<file path="src/rtl/irq_pkg.sv">
// Shared constants for the interrupt collector: register offsets
// (Addr[4:2]), source count limit and PRIO register field layout.
package irq_pkg;

    localparam int MAX_SRC = 16;

    localparam logic [2:0] IRQ_REG_MASK = 3'd0;
    localparam logic [2:0] IRQ_REG_MODE = 3'd1;
    localparam logic [2:0] IRQ_REG_PEND = 3'd2;
    localparam logic [2:0] IRQ_REG_RAW  = 3'd3;
    localparam logic [2:0] IRQ_REG_PRIO = 3'd4;

    localparam int PRIO_VALID_BIT = 31;
    localparam int PRIO_IDX_LSB   = 0;
    localparam int PRIO_IDX_W     = 5;

endpackage

</file>
<file path="src/rtl/irq_collector_if.sv">
// SystemBridge word-device bus: Addr (word address), WE, Din, Dout.
// master drives the request side, slave (the device) drives Dout.
interface irq_collector_if;

    logic [31:2] Addr;
    logic        WE;
    logic [31:0] Din;
    logic [31:0] Dout;

    modport master (
        output Addr,
        output WE,
        output Din,
        input  Dout
    );

    modport slave (
        input  Addr,
        input  WE,
        input  Din,
        output Dout
    );

endinterface

</file>
<file path="src/rtl/irq_sync_edge.sv">
// Per-source synchroniser chain, one-cycle-delayed copy and rising pulse.
// Ports: clk, reset (async low), src_i raw, s_o synced, rise_o = s & ~s_d.
module irq_sync_edge #(
    parameter int SYNC_STAGES = 2
) (
    input  logic clk,
    input  logic reset,
    input  logic src_i,
    output logic s_o,
    output logic rise_o
);

    logic [SYNC_STAGES-1:0] chain_q;
    logic [SYNC_STAGES-1:0] chain_d;
    logic                   s_dly_q;

    always_comb begin
        chain_d = {chain_q[SYNC_STAGES-2:0], src_i};
    end

    always_ff @(posedge clk or negedge reset) begin
        if (!reset) begin
            chain_q <= '0;
            s_dly_q <= 1'b0;
        end else begin
            chain_q <= chain_d;
            s_dly_q <= chain_q[SYNC_STAGES-1];
        end
    end

    assign s_o    = chain_q[SYNC_STAGES-1];
    assign rise_o = chain_q[SYNC_STAGES-1] & ~s_dly_q;

endmodule

</file>
<file path="src/rtl/irq_collector.sv">
// Interrupt front end: sync, level/edge pending, mask, registered irq_out.
// Ports: clk, reset (async low), src, bus (slave), irq_out.
// Optional IRQ_PRIO_EN adds a lowest-index priority encoder on PRIO.
module irq_collector
    import irq_pkg::*;
#(
    parameter int NUM_SRC     = 6,
    parameter int SYNC_STAGES = 2
) (
    input  logic               clk,
    input  logic               reset,
    input  logic [NUM_SRC-1:0] src,
    irq_collector_if.slave     bus,
    output logic [NUM_SRC-1:0] irq_out
);

    logic [NUM_SRC-1:0] raw;
    logic [NUM_SRC-1:0] rise;

    logic [NUM_SRC-1:0] mask_q, mask_d;
    logic [NUM_SRC-1:0] mode_q, mode_d;
    logic [NUM_SRC-1:0] pend_q, pend_d;
    logic [NUM_SRC-1:0] irq_q,  irq_d;

    logic [NUM_SRC-1:0] din;
    logic [NUM_SRC-1:0] chg;
    logic [NUM_SRC-1:0] w1c;
    logic [NUM_SRC-1:0] set;
    logic [NUM_SRC-1:0] pend_v;
    logic [NUM_SRC-1:0] act;
    logic [2:0]         sel;
    logic               wr_mask, wr_mode, wr_pend;
    logic [31:0]        prio;
    logic               unused_bits;

    for (genvar i = 0; i < NUM_SRC; i++) begin : g_src
        irq_sync_edge #(
            .SYNC_STAGES (SYNC_STAGES)
        ) u_sync (
            .clk    (clk),
            .reset  (reset),
            .src_i  (src[i]),
            .s_o    (raw[i]),
            .rise_o (rise[i])
        );
    end

    assign sel     = bus.Addr[4:2];
    assign din     = bus.Din[NUM_SRC-1:0];
    assign wr_mask = bus.WE && (sel == IRQ_REG_MASK);
    assign wr_mode = bus.WE && (sel == IRQ_REG_MODE);
    assign wr_pend = bus.WE && (sel == IRQ_REG_PEND);

    assign unused_bits = ^{bus.Addr[31:5], bus.Din[31:NUM_SRC]};

    // Level sources read the synced line; edge sources read the latch.
    assign pend_v = (mode_q & pend_q) | (~mode_q & raw);
    assign act    = pend_v & mask_q;

    always_comb begin
        mask_d = mask_q;
        mode_d = mode_q;
        chg    = '0;
        w1c    = '0;
        if (wr_mask) mask_d = din;
        if (wr_mode) begin
            mode_d = din;
            chg    = mode_q ^ din;
        end
        if (wr_pend) w1c = din;
        // A mode flip discards the latch; otherwise a new edge beats W1C.
        set    = rise & mode_q & ~chg;
        pend_d = (pend_q & ~w1c & ~chg) | set;
        irq_d  = act;
    end

    always_ff @(posedge clk or negedge reset) begin
        if (!reset) begin
            mask_q <= '0;
            mode_q <= '0;
            pend_q <= '0;
            irq_q  <= '0;
        end else begin
            mask_q <= mask_d;
            mode_q <= mode_d;
            pend_q <= pend_d;
            irq_q  <= irq_d;
        end
    end

    assign irq_out = irq_q;

`ifdef IRQ_PRIO_EN
    logic [PRIO_IDX_W-1:0] idx;
    logic                  vld;

    // Scan downward so the lowest set index is the one left standing.
    always_comb begin
        idx  = '0;
        vld  = |act;
        prio = '0;
        for (int i = NUM_SRC - 1; i >= 0; i--) begin
            if (act[i]) idx = PRIO_IDX_W'(i);
        end
        prio[PRIO_VALID_BIT] = vld;
        prio[PRIO_IDX_LSB +: PRIO_IDX_W] = idx;
    end
`else
    assign prio = 32'h0;
`endif

    always_comb begin
        bus.Dout = 32'h0;
        case (sel)
            IRQ_REG_MASK: bus.Dout = 32'(mask_q);
            IRQ_REG_MODE: bus.Dout = 32'(mode_q);
            IRQ_REG_PEND: bus.Dout = 32'(pend_v);
            IRQ_REG_RAW:  bus.Dout = 32'(raw);
            IRQ_REG_PRIO: bus.Dout = prio;
            default:      bus.Dout = 32'h0;
        endcase
    end

endmodule
</file>
<file path="src/flat_wrapper.sv">
// flat-port wrapper written by rule: the top's interface ports become plain ports
module irq_collector_flat import irq_pkg::*;
#(
    parameter int NUM_SRC     = 6,
    parameter int SYNC_STAGES = 2
)
  (clk, reset, src, irq_out, bus_Addr, bus_WE, bus_Din, bus_Dout);
  irq_collector_if bus_i ();
  input  logic clk;
  input  logic reset;
  input  logic [NUM_SRC-1:0] src;
  output logic [NUM_SRC-1:0] irq_out;
  input wire logic [$bits(bus_i.Addr)-1:0] bus_Addr;
  input wire logic [$bits(bus_i.WE)-1:0] bus_WE;
  input wire logic [$bits(bus_i.Din)-1:0] bus_Din;
  output wire logic [$bits(bus_i.Dout)-1:0] bus_Dout;
  assign bus_i.Addr = bus_Addr;
  assign bus_i.WE = bus_WE;
  assign bus_i.Din = bus_Din;
  assign bus_Dout = bus_i.Dout;
  irq_collector #(.NUM_SRC(NUM_SRC), .SYNC_STAGES(SYNC_STAGES)) u_core (.clk(clk), .reset(reset), .src(src), .bus(bus_i), .irq_out(irq_out));
endmodule
</file>
<file path="config.mk">
export PLATFORM = sky130hd
export DESIGN_NAME = irq_collector_flat
export DESIGN_NICKNAME = d
export VERILOG_FILES = /design/src/rtl/irq_pkg.sv /design/src/rtl/irq_collector_if.sv /design/src/rtl/irq_sync_edge.sv /design/src/rtl/irq_collector.sv /design/src/flat_wrapper.sv
export SDC_FILE = /design/constraint.sdc
export NUM_CORES = 1
export LEC_CHECK = 0
export CORE_MARGIN = 8
export CORE_UTILIZATION = 40
export DETAILED_ROUTE_END_ITERATION = 12
export DONT_BUFFER_PORTS = 1
export PLACE_DENSITY = 0.56
export SYNTH_ARGS = -nofsm -noshare
export SYNTH_HDL_FRONTEND = slang
export SYNTH_SLANG_ARGS = --single-unit
</file>
<file path="constraint.sdc">
create_clock -name clk -period 2.1 [get_ports clk]
set_clock_uncertainty 0.2 [all_clocks]
set_input_delay 0.42 -clock clk [delete_from_list [all_inputs] [get_ports clk]]
set_output_delay 0.42 -clock clk [all_outputs]
set_load 0.02 [all_outputs]
</file>
==> Yosys cells after proc, flatten, opt, wreduce, memory -nomap -nowiden <==
Index checks and enable logic that the tools add are counted.
{ "totals": {"ff_bits": 42, "latch_bits": 0, "ramBits": 0, "rom_bits": 0, "mem_count": 0} }
{ "classes": {"add_sub_neg": 0, "n_mul": 0, "n_div": 0, "order_cmp": 0, "n_eq_ne": 3, "shift": 0, "n_mux": 3, "bitwise_logic": 25, "n_reduce_logical": 4} }
{ "op_table": {"columns": ["cell", "n"], "rows": [
  ["$and 6x6->6", 7],
  ["$pmux 6 s4", 1],
  ["$not 6->6", 3],
  ["$mux 6", 2],
  ["$or 6x6->6", 2],
  ["$and 1x1->1", 6],
  ["$eq 3x2->1 const B", 2],
  ["$not 1->1", 6],
  ["$xor 6x6->6", 1],
  ["$eq 3x1->1 const B", 1],
  ["$logic_and 1x1->1", 3],
  ["$logic_not 3->1", 1]
]} }

==> Logic depth before layout (Yosys ltp) <==
{ "depth": {"ltp_word": 7, "mapped_depth": 6, "ltp_nobuf": 3} }

==> By module <==
Synthesis repeated with hierarchy kept, for this count alone.
{ "hier_totals": {"cells_unflattened": 167, "hier_area_um2": 2064.5} }
{ "modules_own_cells": {"columns": ["module", "n_inst", "cells_each", "area_each_um2", "seq_area_each_um2"], "rows": [
  ["irq_collector", 1, 143, 1531.5, 600.6],
  ["irq_sync_edge", 6, 4, 88.8, 75.1]
]} }

==> Worst setup path before layout <==
OpenSTA, ideal clock, no wires.
{ "synth_path": {"path_kind": "input-to-output", "start": "input port bus_Addr[0]", "end": "output port bus_Dout[0]", "t_arrival_ns": 1.544, "required_time_ns": 1.480, "path_slack_ns": -0.064, "cell_stages": 5, "path_cell_list": "buf_6 > buf_2 > buf_4 > o21ai_0 > a311oi_1"} }
{ "synth_between": {"elab_chain_len": 2} }
{ "synth_lines": {"columns": ["item", "line", "source"], "rows": [
  ["from (decl)", "flat_wrapper.sv:13", "input wire logic [$bits(bus_i.Addr)-1:0] bus_Addr;"],
  ["$eq 3x2->1, or another cell as far along", "irq_collector.sv:114", "case (sel)"],
  ["$pmux 6 s4 (*)", "irq_collector.sv:114", null],
  ["to (decl)", "flat_wrapper.sv:16", "output wire logic [$bits(bus_i.Dout)-1:0] bus_Dout;"]
]} }
Mark *: on every way between the ends. The rest lies on a longest branch, timed or not.

==> Final worst setup path <==
{ "layout_path": {"start": "register u_core.mode_q[4]", "end": "output port bus_Dout[4]"} }
{ "layout_between": {"elab_chain_len": 4} }
{ "layout_lines": {"columns": ["item", "line", "source"], "rows": [
  ["from (decl)", "irq_collector.sv:21", "logic [NUM_SRC-1:0] mode_q, mode_d;"],
  ["from (signal assigned)", "irq_collector.sv:85", "mode_q <= mode_d;"],
  ["$not 6->6", "irq_collector.sv:57", "assign pend_v = (mode_q & pend_q) | (~mode_q & raw);"],
  ["$and 6x6->6", "irq_collector.sv:57", null],
  ["$or 6x6->6", "irq_collector.sv:57", null],
  ["$pmux 6 s4 (*)", "irq_collector.sv:114", null]
]} }
Marked as above.

==> results.toml <==
[power]
leakagePower_nw = 0.992
power.density_mw_per_mm2 = 926
ir_worst_vdd_mv = 0.516

[critical_path]
critPathLaunchType = "flop"
slowest_delay_ns = 0.46
arrival_ns = 1.42
required_ns = 1.48
crit_fanout = 4
path_class = "reg -> out"
crit_start = "u_core.mode_q[4]"
rr_startpoint = "u_core.mode_q[2]"
end_kind = "output pin"
reg2reg_to = "u_core.pend_q[2]"
r2r_slack_ns = 0.89
critPathSlowestCell = "a2111oi_4"
crit_chain = "a22o_1 -> a2111oi_4"
reg2regPathDepth = 3
crit_end = "bus_Dout[4]"

[global_routing]
antenna_found_initial = 0
grt_pass1_vias = 1234
grt_pass1_wl_um = 6210
grt-ovfl-total = 0
grt_use_total = 0.109
grt_max_degree = 43

[routing]
routed_via_density = 4.97
totalWireLength_um = 4130
drt_iter0_drc = 45
antenna_left = 0
vias = 1288
first_pass_iters = 4
drc = 0
wire_per_inst_um = 15.9

[die]
die_area_sq_mm = 0.00762
die_x_um = 87.3
ios = 109
coreArea_sq_mm = 0.00501
die_h_um = 87.3
initial_core_util = 0.406
rows = 26

[cts]
clock_latency_ns = 0.29
htree_num_levels = 2
cts_sinks = 42
path_clk_slew_ns = 0.08
cts_made_buffers = 5
clockBufferDepth = 2
cts_root_buffer = "clkbuf_8"
cts_tree = "yes"

[layout]
final_common_cell = "dfrtp_1"
drive_above_1_share = 0.238
n_antenna_cell = 0
fin_area_sq_mm = 0.00232
final_cell_mix = "37 x dfrtp_1, 26 x conb_1, 11 x nor2b_1, 11 x mux2_2, 11 x dlygate4sd3_1"
fillers = 466
multiInputGateArea_sq_um = 831
seq_area_sq_mm = 0.00106
layoutNonFillerInstCount = 259
layout.nets = 259
area.growth.synth_to_final_pct = 14.0

[timing]
timing.final.crit_period_ns = 2.04
hold_violations = 0
setup_violations = 0
hold_slack_ns = 0.00959
finalWorstSetupSlack_ns = 0.0576
post-route-period-util = 0.973
worst_slew_pin_slew_ns = 0.529
drv_slew = 0
finalSetupTns_ns = 0
maxSlewHeadroom = 0.646
grt_setup_unrepaired = "true"
fmax_ghz = 0.490

[synth]
synth_cell_types = 27
synth.top_cells.by_area = "dfrtp_1 52%, buf_4 10%, mux2_2 6.1%"
yosysTopAreaCell = "dfrtp_1"
synth-simple-area-share = 0.110
synth.area.mux_share = 0.0905
synth-compound-area-share = 0.132
ys_seq_area_frac = 0.517
synth_top_family_by_area = "buffers and inverters"
synth_top_area_frac = 0.517
synth-seq-cells = 42
syn_area_per_cell_sq_um = 12.0
yosys_warnings = 0
yosys.area_share.xor_xnor = 0.00431
synth_adder_area_share = 0
syn_area_sq_mm = 0.00203
synthCells = 169

[place]
dp_slack_ns = 0.258
gp_congestion = 0.811
port_buffers = 0
place_area_sq_mm = 0.00201
dp_hpwl_um = 2800
dp.cells = 233

[status]
outcome = "complete, no violations"

[min_path]
hp-class = "in -> reg"

[flow_run]
drv_cap = 0
[worst min-delay path by stage]
stage,cells past startpoint,startpoint,slack (ns),to
after floorplan,0,reset,-0.08,u_core.g_src[0].u_sync.chain_q[0]
after global placement,0,reset,-0.07,u_core.irq_out[5]
after detailed placement,0,reset,-0.07,u_core.irq_out[5]
after CTS,1,bus_Din[5],0.002,u_core.pend_q[5]
after global routing,1,bus_Din[5],0.005,u_core.pend_q[5]
final,1,bus_Din[5],0.01,u_core.pend_q[5]
[synth_stat cells (all sizes together)]
cell / number
a311oi: 5
inv: 7
clkbuf: 2
nor3: 1
o32ai: 5
mux2: 11
a21oi: 6
nand2: 1
conb: 1
and3b: 5
a211oi: 6
buf: 33
nand4bb: 2
xnor2: 1
mux2i: 6
nor2: 3
dfrtp: 42
nor2b: 11
a2111oi: 1
o22ai: 5
o21ai: 7
nand3b: 6
nor4b: 1
a22o: 1
[flip-flops by register name, summed over array words and instances (netlist names)]
| signal | count |
|---|---|
| u_core.mask_q | 6 |
| u_core.mode_q | 6 |
| u_core.g_src.u_sync.s_dly_q | 6 |
| u_core.g_src.u_sync.chain_q | 12 |
| u_core.pend_q | 6 |
| u_core.irq_out | 6 |
[where the power goes]
| part | total [mW] | switching, mW | leakage, nW | internal [mW] |
|---|---|---|---|---|
| Sequential | 1.10 | 0.152 | 0.494 | 0.948 |
| Combinational | 0.411 | 0.203 | 0.447 | 0.208 |
| Clock | 0.633 | 0.278 | 0.0514 | 0.355 |
| Total | 2.14 | 0.634 | 0.992 | 1.51 |
[layer usage]
layer	GRT usage	wire length (um)	share of wire	vias to the layer above
li1	-	-	-	590
met1	0.116	1540	0.37	650
met2	0.167	2050	0.50	43
met3	0.0679	482	0.12	5
met4	0.0484	49	0.012	0
met5	0	0	0	-
[kinds of logic (layout without fill, tap and decap cells)]
family                    Yosys count  after routing
and+or+nand+nor                    30             30
other                               1             26
xor gates and xnor gates            1              1
buffers and inverters              42             37
AOI/OAI and AO/OA                  36             36
muxes                              17             17
DFF                                42             42
[per-stage QoR]
stage                     total power [mW]   util
after floorplan                       1.43      -
after global placement                1.42  0.401
after detailed placement              1.44  0.401
after CTS                             2.12  0.447
after global routing                  2.26  0.463
final                                 2.14  0.463
[what timing repair did]
item	in CTS	in global routing
pin swaps	5	5
cloned	0	0
resized for setup	1	12
endpoints found under the setup margin	4	6
hold buffers	11	1
setup buffers	0	6
hold endpoints to repair	51	1
[critical path: cells and delay by family (launching register included)]
family | cells | cell delay [ns]
AO/OA/AOI/OAI | 2 | 0.69
flip-flops | 1 | 0.43
[area by class of cell]
type                       instances  share of cell area
clock inverter                     2              0.0162
multi-input combinational        110               0.359
clock buffer                       6              0.0313
inverter                           7              0.0113
tap                               70              0.0378
sequential                        42               0.456
timing repair buffer              22              0.0886
(Power assumes the default switching activity.)
